--- src/rtl/ads1115_sample_filter.sv ---
// ads1115_sample_filter
// Conditions the 16-bit ADS1115 conversion result: samples it on a fixed
// divider tick, clamps negative codes to zero, keeps a sliding-window average
// over 2^AVG_LOG2 samples and drives a hysteresis level flag from that average.
module ads1115_sample_filter #(
    parameter int          SAMPLE_DIV = 50000,
    parameter int          AVG_LOG2   = 3,
    parameter logic [15:0] TH_HIGH    = 16'd12000,
    parameter logic [15:0] TH_LOW     = 16'd8000
) (
    input  logic        clk,
    input  logic        rst_n,
    input  logic [15:0] sample_in,
    input  logic        clear,
    output logic [15:0] avg_out,
    output logic        avg_valid,
    output logic        level,
    output logic        level_change,
    output logic        warm
);

    localparam int DATA_W = 16;
    localparam int DEPTH  = 1 << AVG_LOG2;
    localparam int SUM_W  = DATA_W + AVG_LOG2;
    localparam int DIV_W  = $clog2(SAMPLE_DIV);

    localparam logic [DIV_W-1:0]    DIV_LAST  = DIV_W'(SAMPLE_DIV - 1);
    localparam logic [DIV_W-1:0]    DIV_ONE   = DIV_W'(1);
    localparam logic [AVG_LOG2-1:0] PTR_ONE   = AVG_LOG2'(1);
    localparam logic [AVG_LOG2-1:0] FILL_LAST = AVG_LOG2'(DEPTH - 1);

    localparam logic [0:0] ST_FILL = 1'b0;
    localparam logic [0:0] ST_RUN  = 1'b1;

    // Negative two's-complement codes carry no useful level information.
    function automatic logic [DATA_W-1:0] clamp_neg(input logic signed [DATA_W-1:0] x);
        if (x < 0) begin
            return '0;
        end else begin
            return $unsigned(x);
        end
    endfunction

    // Window average by truncating division; the shifted sum always fits DATA_W.
    function automatic logic [DATA_W-1:0] window_avg(input logic [SUM_W-1:0] s);
        return DATA_W'(s >> AVG_LOG2);
    endfunction

    // Divider and tick
    logic [DIV_W-1:0]    div_q;
    logic                tick_q;

    // Stage 1: captured, clamped sample
    logic [DATA_W-1:0]   smp_p1_q;
    logic                vld_p1_q;

    // Stage 2: window accumulator
    logic [DATA_W-1:0]   win_q [DEPTH];
    logic [SUM_W-1:0]    sum_q;
    logic [SUM_W-1:0]    sum_d;
    logic [AVG_LOG2-1:0] wptr_q;
    logic [AVG_LOG2-1:0] fill_q;
    logic [0:0]          state_q;
    logic [0:0]          state_d;
    logic [DATA_W-1:0]   oldest;
    logic                fill_done;

    // Stage 3: registered outputs
    logic [DATA_W-1:0]   avg_q;
    logic [DATA_W-1:0]   avg_d;
    logic                vld_p2_q;
    logic                vld_p2_d;
    logic                level_q;
    logic                level_d;
    logic                lchg_q;

    // Free-running sample divider; clear restarts the sampling phase.
    always_ff @(posedge clk or negedge rst_n) begin
        if (!rst_n) begin
            div_q  <= '0;
            tick_q <= 1'b0;
        end else if (clear) begin
            div_q  <= '0;
            tick_q <= 1'b0;
        end else begin
            tick_q <= (div_q == DIV_LAST);
            div_q  <= (div_q == DIV_LAST) ? '0 : div_q + DIV_ONE;
        end
    end

    // ---- stage 1: sample capture ----
    // Valid flag of the captured sample; a tick coinciding with clear is dropped.
    always_ff @(posedge clk or negedge rst_n) begin
        if (!rst_n) begin
            vld_p1_q <= 1'b0;
        end else begin
            vld_p1_q <= tick_q && !clear;
        end
    end

    // Sample and window storage carry no reset; their validity is tracked separately.
    always_ff @(posedge clk) begin
        if (tick_q) begin
            smp_p1_q <= clamp_neg($signed(sample_in));
        end
        if (vld_p1_q && !clear) begin
            win_q[wptr_q] <= smp_p1_q;
        end
    end

    // ---- stage 2: running sum, fill tracking, next outputs ----
    // Running sum update, fill completion and the hysteresis decision.
    always_comb begin
        oldest    = '0;
        if (state_q == ST_RUN) begin
            oldest = win_q[wptr_q];
        end
        sum_d     = sum_q + SUM_W'(smp_p1_q) - SUM_W'(oldest);
        fill_done = (state_q == ST_FILL) && (fill_q == FILL_LAST);
        vld_p2_d  = vld_p1_q && !clear && ((state_q == ST_RUN) || fill_done);
        avg_d     = window_avg(sum_d);

        level_d = level_q;
        if (vld_p2_d) begin
            if (!level_q && (avg_d >= TH_HIGH)) begin
                level_d = 1'b1;
            end else if (level_q && (avg_d <= TH_LOW)) begin
                level_d = 1'b0;
            end
        end

        state_d = state_q;
        if (clear) begin
            state_d = ST_FILL;
        end else if (vld_p1_q && fill_done) begin
            state_d = ST_RUN;
        end
    end

    // Accumulator, write pointer, fill counter and FILL/RUN state.
    always_ff @(posedge clk or negedge rst_n) begin
        if (!rst_n) begin
            sum_q   <= '0;
            wptr_q  <= '0;
            fill_q  <= '0;
            state_q <= ST_FILL;
        end else begin
            state_q <= state_d;
            if (clear) begin
                sum_q  <= '0;
                wptr_q <= '0;
                fill_q <= '0;
            end else if (vld_p1_q) begin
                sum_q  <= sum_d;
                wptr_q <= wptr_q + PTR_ONE;
                if (state_q == ST_FILL) begin
                    fill_q <= fill_q + PTR_ONE;
                end
            end
        end
    end

    // ---- stage 3: average, level and pulses ----
    // Average and level only move on a valid result; clear leaves them held.
    always_ff @(posedge clk or negedge rst_n) begin
        if (!rst_n) begin
            avg_q    <= '0;
            vld_p2_q <= 1'b0;
            level_q  <= 1'b0;
            lchg_q   <= 1'b0;
        end else begin
            vld_p2_q <= vld_p2_d;
            lchg_q   <= vld_p2_d && (level_d != level_q);
            if (vld_p2_d) begin
                avg_q   <= avg_d;
                level_q <= level_d;
            end
        end
    end

    assign avg_out      = avg_q;
    assign avg_valid    = vld_p2_q;
    assign level        = level_q;
    assign level_change = lchg_q;
    assign warm         = (state_q == ST_RUN);

endmodule
--- config.mk ---
export PLATFORM = sky130hd
export DESIGN_NAME = ads1115_sample_filter
export DESIGN_NICKNAME = d
export VERILOG_FILES = /design/src/rtl/ads1115_sample_filter.sv
export SDC_FILE = /design/constraint.sdc
export NUM_CORES = 1
export LEC_CHECK = 0
export CAP_MARGIN = 20
export CORE_MARGIN = 4
export CORE_UTILIZATION = 30
export DETAILED_ROUTE_END_ITERATION = 10
export PLACE_DENSITY = 0.45
export SYNTH_ARGS = -nofsm -noshare
export SYNTH_HDL_FRONTEND = slang
export SYNTH_SLANG_ARGS = --single-unit
--- constraint.sdc ---
create_clock -name clk -period 13.18 [get_ports clk]
set_input_delay 2.636 -clock clk [delete_from_list [all_inputs] [get_ports clk]]
set_output_delay 2.636 -clock clk [all_outputs]
set_load 0.05 [all_outputs]
==> results of run 1 <==
synth_stat cells, types with 2 or more instances:
| library cell | instances | share of area |
|---|---|---|
| and3_2 | 2 | 0.0015 |
| o21a_1 | 6 | 0.0046 |
| mux2_2 | 26 | 0.030 |
| a211oi_1 | 5 | 0.0038 |
| and2_1 | 2 | 0.0013 |
| o22ai_1 | 7 | 0.0045 |
| edfxtp_1 | 144 | 0.44 |
| mux2i_1 | 36 | 0.037 |
| a21oi_1 | 20 | 0.010 |
| clkbuf_1 | 16 | 0.0061 |
| nor3_1 | 9 | 0.0046 |
| mux4_2 | 18 | 0.041 |
| o211ai_1 | 3 | 0.0023 |
| nor4_1 | 2 | 0.0013 |
| ha_1 | 23 | 0.029 |
| dfrtp_1 | 63 | 0.16 |
| o21ai_0 | 11 | 0.0056 |
| or3_1 | 2 | 0.0013 |
| a31oi_1 | 5 | 0.0032 |
| or2_2 | 3 | 0.0019 |
| o21ai_1 | 3 | 0.0015 |
| fa_1 | 16 | 0.033 |
| xor2_1 | 16 | 0.014 |
| and3_1 | 4 | 0.0026 |
| nor2_1 | 60 | 0.023 |
| nand2_1 | 25 | 0.0096 |
| o2111ai_2 | 2 | 0.0031 |
| nand3_1 | 18 | 0.0092 |
| a21o_1 | 4 | 0.0031 |
| and4_1 | 2 | 0.0018 |
| inv_1 | 66 | 0.025 |
| a22oi_1 | 12 | 0.0092 |
| nand4_1 | 6 | 0.0038 |
| clkbuf_8 | 2 | 0.0028 |
| xnor2_1 | 13 | 0.012 |
| buf_1 | 7 | 0.0027 |
| nor2b_1 | 27 | 0.017 |
| nand2b_1 | 6 | 0.0038 |
logic make-up after synthesis:
kind of cell	count (synthesis)	synth area share
DFF	207	0.6021
and+or+nand+nor	178	0.09168
AOI/OAI and AO/OA	97	0.07048
buffers and inverters	94	0.03933
muxes	80	0.1080
adders and majority gates	39	0.06205
xor gates and xnor gates	29	0.02592
other	1	0.0003827
where the power goes:
part,internal (uW),total (uW),switching [uW]
clock network,356,615,260
logic,9.37,22.8,13.5
registers,692,694,1.47
total,1060,1330,275
worst max path at each step:
stage,start,endpoint,slack [ns],cells past startpoint
after detailed placement,wptr_q[0],level,7.96,18
after global routing,wptr_q[0],level,7.63,18
after CTS,wptr_q[0],level,7.93,18
final,wptr_q[0],level,7.98,18
after global placement,wptr_q[0],level,8.07,18
after floorplan,wptr_q[0],level,8.63,15
flip-flops by register name, summed over array words and instances, names as in the netlist:
name          flops
win_q           128
sum_q            19
avg_out          16
div_q            16
smp_p1_q         16
fill_q            3
wptr_q            3
avg_valid         1
level             1
level_change      1
tick_q            1
vld_p1_q          1
warm              1
per-stage QoR:
step | hold WS, ns | cell area [um^2] | cells
2_1_floorplan | 0.4552 | 9799 | 725
3_3_place_gp | 0.4741 | 10700 | 1184
3_5_place_dp | 0.4769 | 10700 | 1184
4_1_cts | 0.4919 | 11430 | 1226
5_1_grt | 0.5183 | 11430 | 1226
6_report | 0.4900 | 11430 | 1226
layout make-up:
type                    count  area (um^2)
fillers                  3125        20450
flip-flops and latches    207         5902
multi-input cells         424         3523
clock buffers              37        679.4
well taps                 435        544.3
repair buffers             52        480.5
inverters                  66        247.7
clock inverters             5        53.80
cells in the final DEF (no fill, tap or decap), drive strengths merged, types with 7 or more instances in the layout:
cell type      Yosys  layout
clkbuf            18      37
xor2              16      16
ha                23      23
dfrtp             63      63
clkdlybuf4s50      0      37
mux2              26      26
o21ai             15      15
a21oi             21      21
edfxtp           144     144
o22ai              7       7
nand3             19      19
nor2b             27      27
nor3               9       9
inv               66      66
fa                16      16
buf               10      15
a22oi             12      12
mux2i             36      36
nor2              60      60
nand2             25      25
mux4              18      18
xnor2             13      13
routing by layer:
layer,vias up,GRT usage,share of wire
met3,35,0.02001,0.042
met1,2931,0.1641,0.43
met4,0,0.03139,0.021
met2,96,0.2126,0.50
li1,2715,-,-
met5,-,0,0
worst max-delay path: cells and delay by family (launching register included):
| kind | cells | cell delay [ns] |
|---|---|---|
| adders and majority gates | 3 | 0.88 |
| and+or+nand+nor | 3 | 0.75 |
| muxes | 2 | 0.80 |
| DFF | 1 | 0.34 |
| AOI/OAI and AO/OA | 6 | 1.22 |
| xor gates and xnor gates | 1 | 0.40 |
| buffers and inverters | 3 | 0.73 |
==> flow_metrics.tcl, run 1 <==
set metrics [dict create \
    r2r-end "level" \
    routedWlPerCell_um 17.79 \
    drt_iter0_drc 351 \
    crit_type "flip-flop to flip-flop" \
    r2r_setup_slack_ns 7.98 \
    clockBufferDepth 3 \
    status "complete, no violations" \
    syn_to_final_growth_pct 16.65 \
    slew_headroom 0.3813 \
    fin_util 0.3586 \
    insertion_delay_ns 0.53 \
    hold_class "flip-flop to flip-flop" \
    tightest_slew_ns 0.9246 \
    die_area_mm2 0.03562 \
    cts_hold_buf 0 \
    synth_nets 783 \
    timing.final.crit_share 0.3947 \
    gp_congestion 0.7902 \
    fin_skew_ns 0.01578 \
    cp_data_arrival_time_ns 5.64 \
    ys_async_sr_fraction 0.3043 \
    p_per_area_mw_per_mm2 116.5 \
    cts.htree.levels 1 \
    period_needed_ns 5.203 \
    core.rowCount 65 \
    path_cells "buf_4, mux4_2, mux2i_1, nor2b_1, ha_1, inv_1, ha_1, inv_1, fa_1, and2b_1, o2111ai_2, a31oi_2, a21boi_1, xnor2_1, a31oi_1, or3b_1, a211oi_2, o21bai_1" \
    die_y_um 188.7 \
    tns_ns 0 \
    drtPass1Iterations 4 \
    worstHoldPathCells 2 \
    cp-end-kind "flip-flop" \
    post_cts_resized 0 \
    grtUsageTotal 0.1237 \
    dp_hpwl_um 14670 \
    nets 833 \
    p_leak_uw 0.004204 \
    synth_edf_count 144 \
    r2r-start "wptr_q[0]" \
    vias 5777 \
    worst_slack_ns 7.977 \
    max_freq_mhz 192.2 \
    drc 0 \
    viasPerCell 4.712 \
    grt_setup_unrepaired "false" \
    wl_um 21810 \
    clkSinkCount 207 \
    grt.overflow.total 0 \
    min_to "avg_out[5]" \
    portBuffers 38 \
    grt_pass1_vias 6094 \
    hp-start "avg_out[5]" \
    setup_viol 0 \
    clk_pin_slew_worst_paths_ns 0.06 \
    io_pins 39 \
    drtAntennaViolNets 0 \
    synth_cell_types 71 \
    cts_root_buffer "clkbuf_16" \
    synthCells 725 \
    drive_above_1_share 0.1479 \
    cts_tree "done" \
    vdd_drop_max_v 0.00009328 \
    core_mm2 0.03188 \
    report.final.slew_viol_count 0 \
    numCtsBuffers 24 \
    antenna_found_initial 0 \
    slowest_delay_ns 0.60 \
    grt_start_max_net_pins 64 \
    avgSynthCellArea_um2 13.52 \
    critPathRequiredTime_ns 13.62 \
    synth_seq_cells 207 \
    n_antenna_cell 0 \
    crit_path_start_kind "flip-flop" \
    hold_viol_final 0 \
    dieWidth_um 188.7 \
    path_max_fanout 50 \
    grt_pass1_wl_um 35030 \
    cts_setup_buffers 0 \
    synth_area_mm2 0.009799 \
    synthFlopType "edfxtp_1" \
    reg2reg_depth 18 \
    power_uw 1332 \
    seq_area_frac_synth 0.6021 \
    slowest_stage "buf_4" \
    yosys_warnings 0 \
    pre_cts_slack_ns 7.957 \
    drv_cap 0 \
    start_util 0.3074 \
]
(Power assumes the default switching activity.)
==> run 2, diff against run 1 <==
- PLACE_DENSITY: 0.45 -> 0.47
- clock period: 13.18 -> 4.5 ns (I/O delays scaled with it)
==> run 2 against run 1 <==
  * Via count grew 0.93%
  * Worst setup slack got worse by 7.9 ns
  * Routed wire length about the same
  * Register-to-register slack worse by 7.9 ns
  * First-iteration DRC count down 1.7%
  * Fmax rose by 18%
  * Die area stayed put
  * Flip-flop and latch count unchanged
  * Critical path depth decreased by 3
  * Largest power group is now clock
  * Highest routed layer unchanged
  * Clock-buffer cell count is 7 lower
  * Combinational power rose to 3.0 times the previous value
  * Sequential share of layout area shrank 2.8 points
==> flow_metrics.tcl, run 2 (synthesis results as in run 1) <==
set metrics [dict create \
    wl_um 21820 \
    p_per_area_mw_per_mm2 351.3 \
    io_pins 39 \
    portBuffers 38 \
    grt_start_max_net_pins 39 \
    period_needed_ns 4.391 \
    drv_cap 0 \
    p_sw_uw 828.9 \
    crit_type "flip-flop to flip-flop" \
    clockBufferDepth 3 \
    drtAntennaViolNets 0 \
    path_max_fanout 7 \
    hold_class "flip-flop to flip-flop" \
    viasPerCell 4.588 \
    hold_viol_final 0 \
    start_util 0.3074 \
    top_register "win_q" \
    grt_pass1_vias 6077 \
    gp_congestion 0.8149 \
    slew_headroom 0.4107 \
    antenna_found_initial 0 \
    fill_cells 3129 \
    worstHoldPathCells 2 \
    final_common_cell "edfxtp_1" \
    nets 878 \
    power_uw 4248 \
    stdcell_area_mm2 0.01209 \
    largest_reg_flops 128 \
    p_seq_frac 0.478 \
    vias 5831 \
    die_area_mm2 0.03562 \
    drt_iter0_drc 345 \
    dp_hpwl_um 15360 \
    vdd_drop_max_v 0.0002564 \
    swShare 0.1951 \
    crit_path_start_kind "flip-flop" \
    core.rowCount 65 \
    worst_slack_ns 0.1086 \
    die_y_um 188.7 \
    critPathRequiredTime_ns 4.94 \
    core_mm2 0.03188 \
    clkPwrFrac 0.506 \
    grt_setup_unrepaired "true" \
    clk_pin_slew_worst_paths_ns 0.06 \
    cts_tree "done" \
    reg2reg_depth 15 \
    layout_common_cells "edfxtp_1, inv_1, dfrtp_1" \
    clkSinkCount 207 \
    tns_ns 0 \
    grtUsageTotal 0.1233 \
    cp-end-kind "flip-flop" \
    routedWlPerCell_um 17.17 \
    pre_cts_slack_ns 0.04556 \
    cts_root_buffer "clkbuf_16" \
    max_freq_mhz 227.7 \
    syn_to_final_growth_pct 23.39 \
    p_leak_uw 0.004532 \
    grt_pass1_wl_um 34980 \
    n_antenna_cell 0 \
    numCtsBuffers 24 \
    timing.final.crit_share 0.9759 \
    drtPass1Iterations 6 \
    tightest_slew_ns 0.8839 \
    drc 0 \
    holdWs_ns 0.4842 \
    insertion_delay_ns 0.53 \
    status "complete, no violations" \
    cts.htree.levels 1 \
    pwr-share-comb 0.016 \
    grt.overflow.total 0 \
    place_area_mm2 0.01106 \
    report.final.slew_viol_count 0 \
    drive_above_1_share 0.2105 \
    cp_data_arrival_time_ns 4.84 \
    dieWidth_um 188.7 \
    top_regs "win_q (128), sum_q (19)" \
    p_int_uw 3419 \
    fin_skew_ns 0.02092 \
    setup_viol 0 \
]
==> run 2: changes by cell type in the layout (fill, tap and decap cells not counted), moves of 4 or more <==
cell / change
clkbuf_1: -9
clkinv_1: +4
buf_4: +38
buf_12: +6
bufinv_16: +5
==> run 2: layout make-up <==
class	count	area [um^2]	share of cell area
clock buffers	30	684.4	0.05660
clock inverters	12	209.0	0.01728
inverters	66	247.7	0.02049
multi-input cells	424	3607	0.2983
flip-flops and latches	207	5902	0.4881
well taps	435	544.3	0.04501
repair buffers	97	897.1	0.07419
==> run 2: through the flow <==
step | util | cells
after floorplan | - | 725
after global placement | 0.3469 | 1224
after detailed placement | 0.3469 | 1224
after CTS | 0.3750 | 1266
after global routing | 0.3793 | 1271
final | 0.3793 | 1271
==> run 2: per-layer routing <==
layer / vias to the layer above / wire (um) / global-route usage
met5: - / 0 / 0
met1: 2922 / 10100 / 0.1672
met3: 25 / 756 / 0.01982
met4: 0 / 372 / 0.02747
li1: 2808 / - / -
met2: 76 / 10590 / 0.2096
==> run 2: worst paths after layout <==
check                      slack (ns)       start          to
setup / recovery                 0.11   wptr_q[0]       level
hold / removal                   0.48  avg_out[2]  avg_out[2]
setup reg to reg                 0.11   wptr_q[0]       level
hold reg to reg                  0.48  avg_out[2]  avg_out[2]
max in group asynchronous        3.10       rst_n  avg_out[3]
min in group asynchronous        0.50       rst_n    div_q[9]
==> run 2: critical path, cell delays in order, from the launching register on <==
cell	delay, ns
dfrtp_2	0.44
buf_12	0.15
mux4_2	0.49
mux2i_1	0.16
nor2b_1	0.07
fa_1	0.50
fa_2	0.42
and2b_1	0.25
o2111ai_2	0.18
a21bo_1	0.25
a21o_1	0.24
a211o_1	0.30
o2111ai_4	0.09
or3b_1	0.39
a211oi_2	0.24
o21bai_1	0.13
==> run 2: power groups by stage <==
stage	clock, uW	sequential, uW	combinational [uW]
after detailed placement	0	2070	70.6
after global placement	0	2070	70.1
final	2150	2030	67.8
after floorplan	0	2080	16.8
after global routing	2280	2030	75.6
after CTS	2210	2030	70.6
==> run 2: timing repair <==
action | 4_1_cts | 5_1_grt
gates resized for setup | 0 | 16
setup endpoints to repair | 0 | 2
hold buffers | 0 | 0
setup buffers | 0 | 5
